$ cat config.mk
export PLATFORM = sky130hd
export DESIGN_NAME = guess_game_core
export DESIGN_NICKNAME = d
export VERILOG_FILES = /design/src/rtl/guess_game_core.sv
export SDC_FILE = /design/constraint.sdc
export NUM_CORES = 1
export LEC_CHECK = 0
export ABC_AREA = 0
export BUFFER_PORTS_ARGS = -buffer_cell sky130_fd_sc_hd__buf_2
export CORE_ASPECT_RATIO = 0.9
export CORE_MARGIN = 10
export CORE_UTILIZATION = 55
export CTS_BUF_LIST = sky130_fd_sc_hd__clkbuf_16
export DETAILED_ROUTE_END_ITERATION = 8
export PLACE_DENSITY_LB_ADDON = 0.15
export SLEW_MARGIN = 20
export SYNTH_ARGS = -nofsm -noshare
export SYNTH_HDL_FRONTEND = slang
export SYNTH_SLANG_ARGS = --single-unit
$ cat constraint.sdc
create_clock -name clk -period 6.1 [get_ports clk]
set_input_delay 0.915 -clock clk [delete_from_list [all_inputs] [get_ports clk]]
set_output_delay 0.915 -clock clk [all_outputs]
set_load 0.02 [all_outputs]
$ cat src/rtl/guess_game_core.sv
// guess_game_core
//   Two-player number-guessing engine. Player A keys in a secret sequence of
//   symbols, then player B gets up to MAX_TURNS guesses. Every submitted guess
//   is scored for per-position hits and a length comparison. The block sits
//   between the debounced push-button front end and the display logic.
//
// Ports
//   clk           system clock, all state on the rising edge
//   reset         asynchronous, active-high; clears all state
//   key           debounced level key inputs, bit i = symbol i
//   enter         debounced level enter key
//   secret_map    bit [k*MAX_LEN+p] set when secret position p holds symbol k
//   guess_map     same layout for the guess being entered
//   secret_len    symbols stored in the secret
//   guess_len     symbols stored in the current guess
//   phase         0=SECRET, 1=GUESS (also during scoring), 2=WIN, 3=LOSE
//   result_valid  one-cycle pulse when a guess has been scored
//   hits          matching positions below min(secret_len, guess_len)
//   equal/bigger/smaller  length comparison of the last scored guess
//   turns_used    guesses scored without a win
//   win / lose    terminal-state flags
module guess_game_core #(
  parameter int  NUM_KEYS  = 4,
  parameter int  MAX_LEN   = 7,
  parameter int  MIN_LEN   = 4,
  parameter int  MAX_TURNS = 3,
  localparam int LW        = $clog2(MAX_LEN + 1),
  localparam int TW        = $clog2(MAX_TURNS + 1)
) (
  input  logic                        clk,
  input  logic                        reset,
  input  logic [NUM_KEYS-1:0]         key,
  input  logic                        enter,
  output logic [NUM_KEYS*MAX_LEN-1:0] secret_map,
  output logic [NUM_KEYS*MAX_LEN-1:0] guess_map,
  output logic [LW-1:0]               secret_len,
  output logic [LW-1:0]               guess_len,
  output logic [1:0]                  phase,
  output logic                        result_valid,
  output logic [LW-1:0]               hits,
  output logic                        equal,
  output logic                        bigger,
  output logic                        smaller,
  output logic [TW-1:0]               turns_used,
  output logic                        win,
  output logic                        lose
);

  localparam int MW = NUM_KEYS * MAX_LEN;

  // Low two bits of the architectural states are the phase code; SCORE is
  // internal and reports as GUESS.
  localparam logic [2:0] ST_SECRET = 3'd0;
  localparam logic [2:0] ST_GUESS  = 3'd1;
  localparam logic [2:0] ST_WIN    = 3'd2;
  localparam logic [2:0] ST_LOSE   = 3'd3;
  localparam logic [2:0] ST_SCORE  = 3'd4;

  localparam logic [LW-1:0] LEN_MAX   = LW'(MAX_LEN);
  localparam logic [LW-1:0] LEN_MIN   = LW'(MIN_LEN);
  localparam logic [TW-1:0] TURNS_MAX = TW'(MAX_TURNS);

  logic [2:0]          state_q, state_d;
  logic [NUM_KEYS-1:0] key_q;
  logic                enter_q;
  logic [MW-1:0]       secret_map_q, secret_map_d;
  logic [MW-1:0]       guess_map_q, guess_map_d;
  logic [LW-1:0]       secret_len_q, secret_len_d;
  logic [LW-1:0]       guess_len_q, guess_len_d;
  logic [LW-1:0]       hits_q, hits_d;
  logic                equal_q, equal_d;
  logic                bigger_q, bigger_d;
  logic                smaller_q, smaller_d;
  logic [TW-1:0]       turns_used_q, turns_used_d;
  logic                result_valid_q, result_valid_d;

  logic [NUM_KEYS-1:0] key_edge;
  logic                enter_edge;
  logic                key_single;
  logic [LW-1:0]       hits_c;
  logic                win_c;

  // Sets the bit for every symbol in sym at position pos; callers pass a
  // one-hot sym, so exactly one bit is added.
  function automatic logic [MW-1:0] store_symbol(input logic [MW-1:0]       map,
                                                 input logic [NUM_KEYS-1:0] sym,
                                                 input logic [LW-1:0]       pos);
    logic [MW-1:0] res;
    res = map;
    for (int k = 0; k < NUM_KEYS; k++) begin
      for (int p = 0; p < MAX_LEN; p++) begin
        if (sym[k] && (pos == LW'(p))) res[k*MAX_LEN+p] = 1'b1;
      end
    end
    return res;
  endfunction

  // Positions beyond either length are all-zero in that map, so a plain
  // per-position AND already restricts the count to p < min(lengths).
  function automatic logic [LW-1:0] count_hits(input logic [MW-1:0] s_map,
                                               input logic [MW-1:0] g_map);
    logic [LW-1:0] cnt;
    logic          match;
    cnt = '0;
    for (int p = 0; p < MAX_LEN; p++) begin
      match = 1'b0;
      for (int k = 0; k < NUM_KEYS; k++) begin
        match = match | (s_map[k*MAX_LEN+p] & g_map[k*MAX_LEN+p]);
      end
      if (match) cnt = cnt + LW'(1);
    end
    return cnt;
  endfunction

  assign key_edge   = key & ~key_q;
  assign enter_edge = enter & ~enter_q;
  // Chords (several simultaneous key edges) carry no usable symbol.
  assign key_single = $onehot(key_edge);

  assign hits_c = count_hits(secret_map_q, guess_map_q);
  assign win_c  = (guess_len_q == secret_len_q) && (hits_c == secret_len_q);

  // NOTE: every variable gets its hold value before the case statement, so no
  // path through the block leaves one unassigned and no latch is inferred.
  always_comb begin
    state_d        = state_q;
    secret_map_d   = secret_map_q;
    guess_map_d    = guess_map_q;
    secret_len_d   = secret_len_q;
    guess_len_d    = guess_len_q;
    hits_d         = hits_q;
    equal_d        = equal_q;
    bigger_d       = bigger_q;
    smaller_d      = smaller_q;
    turns_used_d   = turns_used_q;
    result_valid_d = 1'b0;

    case (state_q)
      ST_SECRET: begin
        if (secret_len_q == LEN_MAX) begin
          state_d = ST_GUESS;
        end else if (enter_edge) begin
          // Enter wins over a coincident key edge; the key edge is dropped.
          if (secret_len_q >= LEN_MIN) state_d = ST_GUESS;
        end else if (key_single) begin
          secret_map_d = store_symbol(secret_map_q, key_edge, secret_len_q);
          secret_len_d = secret_len_q + LW'(1);
        end
      end

      ST_GUESS: begin
        if (enter_edge) begin
          if (guess_len_q >= LEN_MIN) state_d = ST_SCORE;
        end else if (key_single && (guess_len_q != LEN_MAX)) begin
          guess_map_d = store_symbol(guess_map_q, key_edge, guess_len_q);
          guess_len_d = guess_len_q + LW'(1);
        end
      end

      ST_SCORE: begin
        hits_d         = hits_c;
        equal_d        = (guess_len_q == secret_len_q);
        bigger_d       = (secret_len_q > guess_len_q);
        smaller_d      = (secret_len_q < guess_len_q);
        result_valid_d = 1'b1;
        if (win_c) begin
          state_d = ST_WIN;
        end else begin
          turns_used_d = turns_used_q + TW'(1);
          if (turns_used_d == TURNS_MAX) begin
            state_d = ST_LOSE;
          end else begin
            state_d     = ST_GUESS;
            guess_map_d = '0;
            guess_len_d = '0;
          end
        end
      end

      default: ; // WIN and LOSE are terminal; only reset leaves them
    endcase
  end

  // NOTE: state registers use non-blocking assignments so every flop samples
  // the pre-edge values regardless of statement order.
  // NOTE: the symbol maps are plain flops, not a RAM, and are cleared on reset
  // so a new game never shows a stale secret.
  always_ff @(posedge clk or posedge reset) begin
    if (reset) begin
      state_q        <= ST_SECRET;
      key_q          <= '0;
      enter_q        <= 1'b0;
      secret_map_q   <= '0;
      guess_map_q    <= '0;
      secret_len_q   <= '0;
      guess_len_q    <= '0;
      hits_q         <= '0;
      equal_q        <= 1'b0;
      bigger_q       <= 1'b0;
      smaller_q      <= 1'b0;
      turns_used_q   <= '0;
      result_valid_q <= 1'b0;
    end else begin
      state_q        <= state_d;
      key_q          <= key;
      enter_q        <= enter;
      secret_map_q   <= secret_map_d;
      guess_map_q    <= guess_map_d;
      secret_len_q   <= secret_len_d;
      guess_len_q    <= guess_len_d;
      hits_q         <= hits_d;
      equal_q        <= equal_d;
      bigger_q       <= bigger_d;
      smaller_q      <= smaller_d;
      turns_used_q   <= turns_used_d;
      result_valid_q <= result_valid_d;
    end
  end

  assign secret_map   = secret_map_q;
  assign guess_map    = guess_map_q;
  assign secret_len   = secret_len_q;
  assign guess_len    = guess_len_q;
  assign phase        = (state_q == ST_SCORE) ? 2'd1 : state_q[1:0];
  assign result_valid = result_valid_q;
  assign hits         = hits_q;
  assign equal        = equal_q;
  assign bigger       = bigger_q;
  assign smaller      = smaller_q;
  assign turns_used   = turns_used_q;
  assign win          = (state_q == ST_WIN);
  assign lose         = (state_q == ST_LOSE);

endmodule

* Yosys cells after proc, flatten, opt, wreduce, memory -nomap -nowiden
Index checks and enable logic that the tools add are counted.
** Operators by class
- Bitwise logic cells :: 56
- Reduce and logical (&&, ||, !) cells :: 123
- $lt $le $gt $ge :: 4
- Mux-type cells :: 55
- Add/sub/neg operators :: 12
- Eq/ne operators :: 58
** Operators by type and width (number)
- AND reduction 6 bit :: 28
- AND reduction 5 bit :: 30
- 2-to-1 mux 28 bit :: 4
- != test 2 bit, second input constant :: 34
- logical AND 1 bit :: 58
- one-hot mux 28 bit (2 select lines) :: 1
- 2-to-1 mux 3 bit :: 15
- 2-to-1 mux 1 bit :: 30
- bitwise AND 1 bit :: 29
- equality test 3 bit, second input constant :: 8
- adder 3 x 1 -> 3 bit, second input constant :: 7
- bitwise OR 1 bit :: 21
- equality test 3 x 2 -> 1 bit, second input constant :: 6
- equality test 3 x 1 -> 1 bit, second input constant :: 4
- logical NOT 3 bit :: 3
- != test 3 bit, second input constant :: 3
- one-hot mux 3 bit (3 select lines) :: 1
- equality test 3 bit :: 2
- greater-or-equal comparator 3 bit, second input constant :: 2
- 2-to-1 mux 2 bit :: 3
- one-hot mux 3 bit (2 select lines) :: 1
- adder 1 x 1 -> 2 bit :: 2
- bitwise AND 4 bit :: 1
- NOT 1 bit :: 4
- 11 further kinds :: 11
** Word-level totals
- Input port bits :: 7
- Logic and storage cells :: 375
- Register bits :: 79
- Output and inout bits :: 75

* Depth between registers and ports, before layout
- Depth in word-level cells :: 21
- Gate-level depth with buffers :: 21

* Worst setup path before layout
OpenSTA, ideal clock, no wires.
- Path type :: register to register
- Start :: register guess_map_q[15], in the netlist guess_map[15]
- End :: register guess_map_q[16], in the netlist guess_map[16]
- Arrival time :: 4359 ps
- Required time :: 6035 ps
- Buffers on the path :: 2
- Stages on the path, launching flop included :: 21
- Slack :: 1676 ps
- Cells stage by stage :: dfrtp_1 a22oi_1 nand2_1 inv_1 ha_1 xor2_1 xnor2_1 mux2_2 ha_1 xnor2_1 mux2_2 mux2_2 ha_1 a21boi_1 xnor2_1 xnor3_1 nor3_4 a211o_1 buf_6 buf_12 o21a_1
** Between the ends
- Cells in the longest elaborated chain, start to end :: 18
** RTL lines
- from (decl) :: RTL line 67 : logic [MW-1:0] guess_map_q, guess_map_d;
- from (signal assigned) :: RTL line 208 : guess_map_q <= guess_map_d;
- bitwise AND 1 bit (*) :: RTL line 108 : match = match | (s_map[k*MAX_LEN+p] & g_map[k*MAX_LEN+p]);
- bitwise OR 1 bit (*) (2 in series) :: RTL line 108
- 2-to-1 mux 3 bit (*) :: RTL line 110 : if (match) cnt = cnt + LW'(1);
- adder 3 x 1 -> 3 bit :: RTL line 110
- 2-to-1 mux 3 bit (*) :: RTL line 110
- adder 3 x 1 -> 3 bit :: RTL line 110
- 2-to-1 mux 3 bit (*) :: RTL line 110
- adder 3 x 1 -> 3 bit :: RTL line 110
- 2-to-1 mux 3 bit (*) :: RTL line 110
- adder 3 x 1 -> 3 bit :: RTL line 110
- 2-to-1 mux 3 bit (*) :: RTL line 110
- adder 3 x 1 -> 3 bit :: RTL line 110
- 2-to-1 mux 3 bit (*) :: RTL line 110
- equality test 3 bit (*) :: RTL line 121 : assign win_c = (guess_len_q == secret_len_q) && (hits_c == secret_len_q);
- logical AND 1 bit (*) :: RTL line 121
- != test 2 bit (no source line) (*)
- AND reduction 6 bit (no source line) (*)
Mark *: on every way between the ends. The rest lies on a longest branch, timed or not.
A chain may end at the register's enable or synchronous reset.

* Final worst setup path
- Start :: register guess_map_q[15], in the netlist guess_map[15]
- End :: register guess_map_q[17], in the netlist guess_map[17]
The elaborated chain is that of the path after synthesis.

==> metrics.log <==
INFO  metric io_pins = 82
INFO  metric layoutNonFillerInstCount = between 500 and 600
INFO  metric final.fill_count = approximately 570
INFO  metric row_count = 29
INFO  metric finalInstanceArea = 4820 sq um
INFO  metric netSwitchingPower = approximately 0.80 mW
INFO  metric worst_ep_arrival_time = 5.11 ns
INFO  metric drive_above_1_share = between 20 and 30%
INFO  metric critical_path.reg2reg.endpoint = guess_map[17]
INFO  metric design.die.area = about 11,000 sq um
INFO  metric setup-violations-final = 0
INFO  metric netlist-cell-type-count = 50
INFO  metric fin_util = roughly 70%
INFO  metric unrepaired_setup_endpoints_after_global_routing = no
INFO  metric asyncSetResetFlopFracSynth = 100%
INFO  metric post_synth.cell_area_avg = ~11 sq um
INFO  metric detail_route.drc_violations = 0
INFO  metric port-buffer-count = just over 80
INFO  metric detail_route.vias_per_cell = ~5.6
INFO  metric post_synth_main_area_contributors = dfrtp_1 (49%), ha_1 (8.1%), o21a_1 (4.7%)
INFO  metric launch_instance_of_the_worst_min_delay_path = equal
INFO  metric htreeDepth = 3
INFO  metric critical_path_class = flop to flop
INFO  metric power.share.combinational = approximately 36%
INFO  metric netlist_area_pre_place = 4020 sq um
INFO  metric syn-num-nets = 396
INFO  metric count_of_nets_after_finishing = approximately 480
INFO  metric maxSlewHeadroom = 34.9%
INFO  metric grt_start_max_net_pins = 80
INFO  metric cts-hold-fix-buffers = 0
INFO  metric switching_share = a little under two fifths
INFO  metric power.sequential.fraction = between 30% and 40%
INFO  metric hold_viol_final = 0
INFO  metric rr_startpoint = guess_map[15]
INFO  metric crit_fanout = 28
INFO  metric place_ws = 1.33 ns
INFO  metric final_antenna_net_count = 0
INFO  metric drtIter0Drc = approximately 200
INFO  metric achievable-frequency = 206 MHz
INFO  metric placed_cell_area = ~4500 sq um
INFO  metric dp_hpwl = roughly 7.4 mm
INFO  metric total_vias_in_the_final_route = 3,054
INFO  metric dominantRegCellSynth = dfrtp_1
INFO  metric die_x = 110 um
INFO  metric place.gp.congestion = around 0.91
INFO  metric seq_area_frac_synth = a little under 50%
INFO  metric final_period_minus_worst_setup_slack = around 4.8 ns
INFO  metric first_global_vias = roughly 3,200
INFO  metric tritoncts = built
INFO  metric synth_largest_type_area_fraction = 49.2%
INFO  metric cp.required = about 6.4 ns
INFO  metric worst_setup_hold_path_clk_slew = roughly 0.050 ns
INFO  metric critPathLaunchType = flop
INFO  metric max_cap_violations = 0
INFO  metric hold_path_end = equal
INFO  metric layout-area-overhead-vs-synth = 19.9%
INFO  metric global_route.usage.total = 19.5%
INFO  metric ys_seq_elements = 79
INFO  metric totalNegativeSetupSlack = 0 ns
INFO  metric diodes = 0
INFO  metric synth-edff-count = 0
INFO  metric clockRootBuffer = clkbuf_16
INFO  metric ys_warn_count = 0
INFO  metric detail_route.wl_per_cell = approximately 19 um
INFO  metric insertion_delay = 0.33 ns
INFO  metric final_critical_path_setup_slack = roughly 1.3 ns
INFO  metric timing_worst_slew_pin_value = just under 1 ns
INFO  metric area_leader_netlist = dfrtp_1
INFO  metric period_utilization = 79.4%
INFO  metric tritoncts.num_buffers = 9
INFO  metric core = 7080 sq um
INFO  metric die_height = slightly above 100 um
INFO  metric final_max_slew_viols = 0
INFO  metric placedCellCount = between 500 and 600
INFO  metric p_int = 1.34 mW
INFO  metric ir_worst_vdd = roughly 0.27 mV
INFO  metric netlist_instances = roughly 360
INFO  metric run_status = finished clean
INFO  metric grt_antenna_before_repair = 0
INFO  metric first_pass_iters = 4
INFO  metric worst_hold_path_type = flop to flop
INFO  metric cts.sinks = roughly 80
INFO  metric cts_setup_buffers = 0
INFO  metric r2r_slack = approximately 1.3 ns
INFO  metric power.density_cell_area = between 400 and 500 nW/um^2
INFO  metric whs_path_depth = 2
INFO  metric worstSetupEndpointType = flop
INFO  metric start_util = 56.8%
INFO  metric power.leakage = approximately 2.5 nW
INFO  metric totalWireLength = 10.2 mm
INFO  metric clock-skew-final = around 0.0048 ns
INFO  metric cts_repair_resize_count = 0
INFO  metric grt-ovfl-total = 0
INFO  metric r2r_cells = 19
INFO  metric clk_path_buf_depth = 2
INFO  metric power.clock.fraction = between 20% and 30%
INFO  metric grt_first_pass_wirelength = ~17 mm
==> how the worst max path moves through the flow <==
stage / from / endpoint / cells after the start
CTS: guess_map[15] / guess_map[23] / 19
global placement: guess_map[15] / guess_map[22] / 19
global route: guess_map[15] / guess_map[17] / 20
floorplan: guess_map[15] / guess_map[16] / 20
finish: guess_map[15] / guess_map[17] / 19
detailed placement: guess_map[15] / guess_map[19] / 19
==> state kept, by name (all words and copies together) (netlist names), 2 cells and up <==
signal / flops
state_q: 3
hits: 3
turns_used: 2
guess_len: 3
guess_map: 28
secret_map: 28
secret_len: 3
key_q: 4
==> layer usage <==
layer / vias to the layer above / share of wire [%] / GRT usage (%) / routed length [um]
met5: - / 0 / 0 / 0
met4: 0 / 0.85 / 4.44 / 86
met3: 10 / 6.7 / 5.75 / 681
met2: 92 / 46 / 29.3 / 4670
met1: 1524 / 46 / 27.1 / 4720
li1: 1428 / - / - / -
==> worst max-delay path, stage by stage (launching register included) <==
cell,delay [ns]
dfrtp_1,0.42
a22oi_1,0.24
nand2_1,0.14
inv_1,0.11
ha_1,0.28
xor2_1,0.31
xnor2_1,0.10
mux2_2,0.29
ha_1,0.33
xnor2_1,0.13
mux2_2,0.26
mux2_2,0.26
ha_1,0.19
a21boi_1,0.13
xnor2_1,0.29
xnor3_1,0.41
nor3_4,0.23
a211o_1,0.16
buf_4,0.30
o21a_1,0.18
==> layout make-up <==
cell class	instances	area (sq um)	share of cell area, %
inverters	19	71.3	1.48
clock buffers	9	225	4.67
well taps	93	116	2.41
flip-flops and latches	79	1980	41.0
multi-input cells	255	1900	39.5
repair buffers	84	428	8.88
clock inverters	5	98.8	2.05
==> metrics by stage <==
| step | hold WS, ns | power [mW] |
|---|---|---|
| CTS | 0.486 | 2.16 |
| detailed placement | 0.469 | 1.56 |
| global route | 0.498 | 2.28 |
| floorplan | 0.553 | 1.31 |
| global placement | 0.461 | 1.54 |
| finish | 0.481 | 2.14 |
==> placed cells by master (no fill, tap or decap), types with 2 or more instances in the layout <==
cell type,n
a21boi_0,3
buf_2,81
nor2b_1,6
dfrtp_1,79
xnor2_1,10
a22o_1,2
nand3_1,2
o21ai_0,8
a211o_1,2
a21oi_1,11
clkbuf_16,9
nand2_1,36
and2_1,3
buf_4,3
bufinv_16,3
ha_1,26
a22oi_1,10
nand2b_1,3
xnor3_1,3
o21bai_1,25
xor2_1,4
a31oi_1,4
inv_1,18
nor2_1,36
o21a_4,3
mux2_2,4
o21a_1,25
a31o_2,4
a211oi_1,2
mux2i_1,4
==> power by group through the flow <==
stage               clock, mW  sequential [mW]  combinational (mW)
CTS                     0.596            0.788               0.773
global placement            0            0.794               0.750
finish                  0.588            0.790               0.763
global route            0.623            0.809               0.846
floorplan                   0            0.907               0.399
detailed placement          0            0.795               0.764
==> kinds of logic after synthesis <==
family	count (synthesis)	share of synthesized area, %
multiplexers	8	2.12
flip-flops	79	49.2
buffers and inverters	28	3.67
AND/OR/NAND/NOR	94	10.9
XOR/XNOR	18	5.32
AO/OA/AOI/OAI	108	20.3
adder cells (fa/ha/maj)	27	8.59
==> Yosys cell counts (6+ instances only) <==
cell type,instances
ha_1,26
a21oi_1,11
nand2_1,36
o21bai_1,25
nor2b_1,6
o21a_1,25
xnor2_1,10
nor2_1,36
a22oi_1,10
dfrtp_1,79
o21ai_0,8
inv_1,19
No activity file was read; power rests on OpenSTA's default activity.
